File: src/rtl/sort_pkg.sv
// Shared definitions for the sort loader and unloader stages.
// Pad value, frame state encoding and count-width helper live here.
package sort_pkg;

  localparam int PAD_MAX_W = 64;

  typedef enum logic {
    ST_FILL = 1'b0,
    ST_EMIT = 1'b1
  } state_t;

  // Pads must sort to the tail: largest value for ascending, smallest for descending.
  function automatic logic [PAD_MAX_W-1:0] pad_value(input bit ascending, input int data_width);
    logic [PAD_MAX_W-1:0] v;
    v = '0;
    if (ascending) begin
      for (int i = 0; i < PAD_MAX_W; i++) begin
        if (i < data_width) v[i] = 1'b1;
      end
    end
    return v;
  endfunction

  function automatic int count_width(input int log_input);
    return log_input + 1;
  endfunction

endpackage

File: src/rtl/sort_loader.sv
// Packs a valid/ready element stream into one N-element vector per frame,
// padding short frames, and pulses x_valid for one cycle per completed frame.
//
// state   | meaning
// FILL    | accepting elements into slot idx; s_ready high
// EMIT    | frame complete, x/x_count valid for this cycle; s_ready low
module sort_loader
  import sort_pkg::*;
#(
  parameter int LOG_INPUT  = 4,
  parameter int DATA_WIDTH = 8,
  parameter bit ASCENDING  = 1'b1
) (
  input  logic                                clk,
  input  logic                                rst,
  input  logic                                s_valid,
  output logic                                s_ready,
  input  logic [DATA_WIDTH-1:0]               s_data,
  input  logic                                s_last,
  output logic [DATA_WIDTH*(2**LOG_INPUT)-1:0] x,
  output logic                                x_valid,
  output logic [LOG_INPUT:0]                  x_count
);

  localparam int N  = 2 ** LOG_INPUT;
  localparam int CW = count_width(LOG_INPUT);
  localparam logic [DATA_WIDTH-1:0] PAD = DATA_WIDTH'(pad_value(ASCENDING, DATA_WIDTH));
  localparam logic [LOG_INPUT-1:0] LAST_IDX = LOG_INPUT'(N - 1);

  state_t state, state_nxt;
  logic [LOG_INPUT-1:0]  idx;
  logic [DATA_WIDTH-1:0] slots [N];
  logic                  accept;
  logic                  close;

  assign s_ready = (state == ST_FILL) && !rst;
  assign accept  = s_valid && s_ready;
  assign close   = accept && (s_last || (idx == LAST_IDX));
  assign x_valid = (state == ST_EMIT);

  always_ff @(posedge clk) begin
    if (rst) state <= ST_FILL;
    else     state <= state_nxt;
  end

  always_comb begin
    state_nxt = state;
    case (state)
      ST_FILL: if (close) state_nxt = ST_EMIT;
      ST_EMIT: state_nxt = ST_FILL;
      default: state_nxt = ST_FILL;
    endcase
  end

  always_ff @(posedge clk) begin
    if (rst) begin
      idx     <= '0;
      x_count <= '0;
    end else if (state == ST_EMIT) begin
      idx <= '0;
    end else if (accept) begin
      idx <= idx + 1'b1;
      if (close) x_count <= CW'(idx) + CW'(1);
    end
  end

  // Slots return to PAD on every entry to FILL so unwritten slots of a short frame read as pad.
  for (genvar i = 0; i < N; i++) begin : g_slot
    always_ff @(posedge clk) begin
      if (rst || (state == ST_EMIT))                  slots[i] <= PAD;
      else if (accept && (idx == LOG_INPUT'(i)))      slots[i] <= s_data;
    end
    assign x[DATA_WIDTH*i +: DATA_WIDTH] = slots[i];
  end

endmodule

File: config.mk
export PLATFORM = sky130hd
export DESIGN_NAME = sort_loader
export DESIGN_NICKNAME = d
export VERILOG_FILES = /design/src/rtl/sort_pkg.sv /design/src/rtl/sort_loader.sv
export SDC_FILE = /design/constraint.sdc
export NUM_CORES = 1
export LEC_CHECK = 0
export BUFFER_PORTS_ARGS = -buffer_cell sky130_fd_sc_hd__buf_2
export CAP_MARGIN = 20
export CORE_MARGIN = 2
export CORE_UTILIZATION = 40
export DETAILED_ROUTE_END_ITERATION = 12
export GPL_TIMING_DRIVEN = 1
export HOLD_SLACK_MARGIN = 0.03
export MAX_ROUTING_LAYER = met4
export PLACE_DENSITY_LB_ADDON = 0.12
export SYNTH_ARGS = -nofsm -noshare
export SYNTH_HDL_FRONTEND = slang
export SYNTH_SLANG_ARGS = --single-unit
File: constraint.sdc
create_clock -name clk -period 2.65 [get_ports clk]
set_input_delay 0.1325 -clock clk [delete_from_list [all_inputs] [get_ports clk]]
set_output_delay 0.1325 -clock clk [all_outputs]
set_load 0.005 [all_outputs]
==> flow_summary.yaml <==
logic_synthesis:
  synth_top_area_cell: "edfxtp_1"
  ys_seq_area_share_pct: 74.0
  synthArstFlopShare_pct: 0
  synth_top_area_share_pct: 70.3
  synth_cell_types: 32
  synth-seq-cells: 138
  synthCells: 358
  synth.most_common_cell: "edfxtp_1"
  ys.flop_type: "edfxtp_1"
  avgSynthCellArea_um2: 15.3
  synth_fp_nets: 375
  ys_top_cells_by_area: "edfxtp_1 (70%), or2_2 (5.6%), or2_1 (5.5%)"
  synth_commonest_cells: "edfxtp_1 (128), or2_2 (49), or2_1 (48), nand2b_1 (27), nand2_1 (14)"
  synth_area_um2: 5460
  yosys_warnings: 0
  synth_edf_count: 128
timing:
  tns_ns: 0
  drv_slew: 0
  slew_headroom_pct: 68.6
  fin_crit_sh_pct: 76.5
  fin_crit_ns: 2.03
  setup_viol: 0
  rsz0062_at_grt: "false"
  max_freq_mhz: 493
  tightest_slew_ns: 0.469
  hold_ws_ns: 0.0783
  fin_skew_ns: 0.00584
  finalHoldViolations: 0
drt:
  num_vias: 3311
  first_iter_violations: 215
  drt-total-wl_um: 13000
  dr.pass1.iters: 4
  avgRoutedWirePerCell_um: 18.6
  ant_nets: 0
  drcViolationCount: 0
  viasPerCell: 4.75
clock_network:
  cts-buffers-inserted: 17
  holdBufCountCts: 0
  root_buffer: "clkbuf_16"
  cts_setup_buffers: 0
  cts_resized: 0
  cts.sinks: 138
  clkLatencyLatePin_ns: 0.41
  cts_tree: "done"
  cts.path.max_buffers: 2
  cts.clk_slew.worst_paths_ns: 0.06
  htreeDepth: 4
final_layout:
  drive_gt1_share_pct: 45.1
  antenna_cells: 0
  num-fill-cells: 1150
  area_growth_pct: 27.4
  nets: 525
floorplanning:
  fp.dieArea_um2: 14600
  die_w_um: 121
  die_h_um: 121
  initial_core_util_pct: 41.1
  coreArea_um2: 13300
  io_pins: 147
  rows: 42
grt:
  grt_max_degree: 17
  antenna_found_initial: 0
  grt_pass1_vias: 3312
  globalRouteOverflowTotal: 0
  grt_util_all_layers_pct: 18.8
  grt_pass1_wl_um: 19000
worst_setup_path:
  arrival_ns: 2.11
  rrSetupSlack_ns: 0.62
  r2r-start: "x_valid$_SDFF_PN0_"
  worstReg2RegEnd: "slots[0][26]$_SDFFCE_PN1P_"
  setup.worst_path.start_class: "flip-flop"
  required_ns: 2.73
  crit_type: "flip-flop to flip-flop"
  crit_fanout: 10
  reg2regPathDepth: 5
  end_kind: "flip-flop"
run_status:
  status: "completed"
pwr:
  peakVddDrop_mv: 0.486
  leakagePower_nw: 1.96
  pwr_density_cell_nw_per_um2: 719
placement:
  placement.io_buffers: 146
  dpl.hpwl_um: 8450
  place_congestion: 0.765
hold_path:
  hold_path_class: "input pin to flip-flop"
  min_from: "rst"
  hold_depth: 2
  holdPathEnd: "x_count[1]$_SDFFE_PP0P_"
flow_run:
  drv_cap: 0
## power breakdown
group          switching [mW]  total [mW]  internal (mW)
clock                   0.828        2.40           1.58
sequential             0.0118        2.41           2.40
combinational           0.145       0.192         0.0475
total                   0.984        5.00           4.02
## area by class of cell
class                      count  area [µm²]  area share [%]
clock buffer                  25         495            7.12
clock inverter                 7         113            1.62
inverter                       3        11.3           0.162
multi-input combinational    199        1330            19.0
sequential                   138        4040            58.1
tap                          176         220            3.16
timing repair buffer         149         753            10.8
## how the worst max path moves through the flow
stage                        startpoint                    endpoint  slack (ns)  depth (start not counted)
finish               x_valid$_SDFF_PN0_  slots[0][26]$_SDFFCE_PN1P_        0.62                          5
global route        idx[0]$_SDFFE_PN0N_  slots[1][63]$_SDFFCE_PN1P_        0.42                          4
CTS                  x_valid$_SDFF_PN0_  slots[0][26]$_SDFFCE_PN1P_        0.59                          5
detailed placement   x_valid$_SDFF_PN0_  slots[0][28]$_SDFFCE_PN1P_        0.60                          5
floorplan            x_valid$_SDFF_PN0_  slots[1][32]$_SDFFCE_PN1P_        0.86                          5
global placement     x_valid$_SDFF_PN0_  slots[0][24]$_SDFFCE_PN1P_        0.67                          5
## worst max-delay path, cell delays in order, from the launching register on
cell and delay (ns):
dfxtp_1 0.40, nor3b_4 0.21, buf_4 0.20, buf_4 0.24, nand3_1 0.27, nand2_1 0.37
## placed cells by master (no fill, tap or decap)
cell type | synthesis | layout
buf_2 | 5 | 146
edfxtp_1 | 128 | 128
or2_2 | 49 | 49
or2_1 | 48 | 48
nand2b_1 | 27 | 27
clkbuf_16 | 0 | 17
nand2_1 | 14 | 14
dfxtp_1 | 10 | 10
nand3_1 | 9 | 9
or3_1 | 8 | 8
nand3_4 | 6 | 6
a21oi_1 | 5 | 5
ha_1 | 5 | 5
nor3_1 | 4 | 4
clkbuf_8 | 0 | 4
clkbuf_1 | 10 | 4
inv_1 | 3 | 3
and4_1 | 3 | 3
a211oi_1 | 3 | 3
xor2_1 | 3 | 3
bufinv_16 | 0 | 3
clkinv_2 | 0 | 3
buf_4 | 1 | 3
nor2_1 | 3 | 2
xnor2_1 | 2 | 2
o21ai_0 | 2 | 2
nor2_2 | 0 | 1
and2b_1 | 1 | 1
nor3b_4 | 1 | 1
nor2b_1 | 1 | 1
or3b_1 | 1 | 1
mux2i_1 | 1 | 1
a31oi_1 | 1 | 1
a31o_2 | 1 | 1
nand4_1 | 1 | 1
clkinvlp_4 | 0 | 1
## flip-flops by register name (all words and copies together) (netlist names)
| signal | count |
|---|---|
| slots | 128 |
| x_count | 5 |
| idx | 4 |
| x_valid | 1 |
## kinds of logic after synthesis
logic type | share of synthesized area, %
adders and majority gates | 1.14
xor gates and xnor gates | 0.802
DFF | 74.0
AOI/OAI and AO/OA | 1.33
and+or+nand+nor | 20.7
muxes | 0.183
buffers and inverters | 1.79
## layer usage
layer | vias up | routed length, µm | track usage [%]
met5 | - | 0 | -
met4 | 0 | 212 | 6.47
met3 | 18 | 908 | 6.02
met2 | 118 | 6220 | 28.7
met1 | 1614 | 5610 | 23.7
li1 | 1561 | - | -
## stage by stage
stage	setup WS [ns]	power [mW]	instances	utilization, %	instance area [µm²]
after detailed placement	0.603	2.65	665	47.8	6350
after global placement	0.671	2.65	665	47.8	6350
final	0.623	5.00	697	52.4	6960
after global routing	0.425	5.14	697	52.4	6960
after floorplan	0.864	2.56	358	-	5460
after CTS	0.585	5.03	697	52.4	6960
Power figures use the tool's default switching activity.
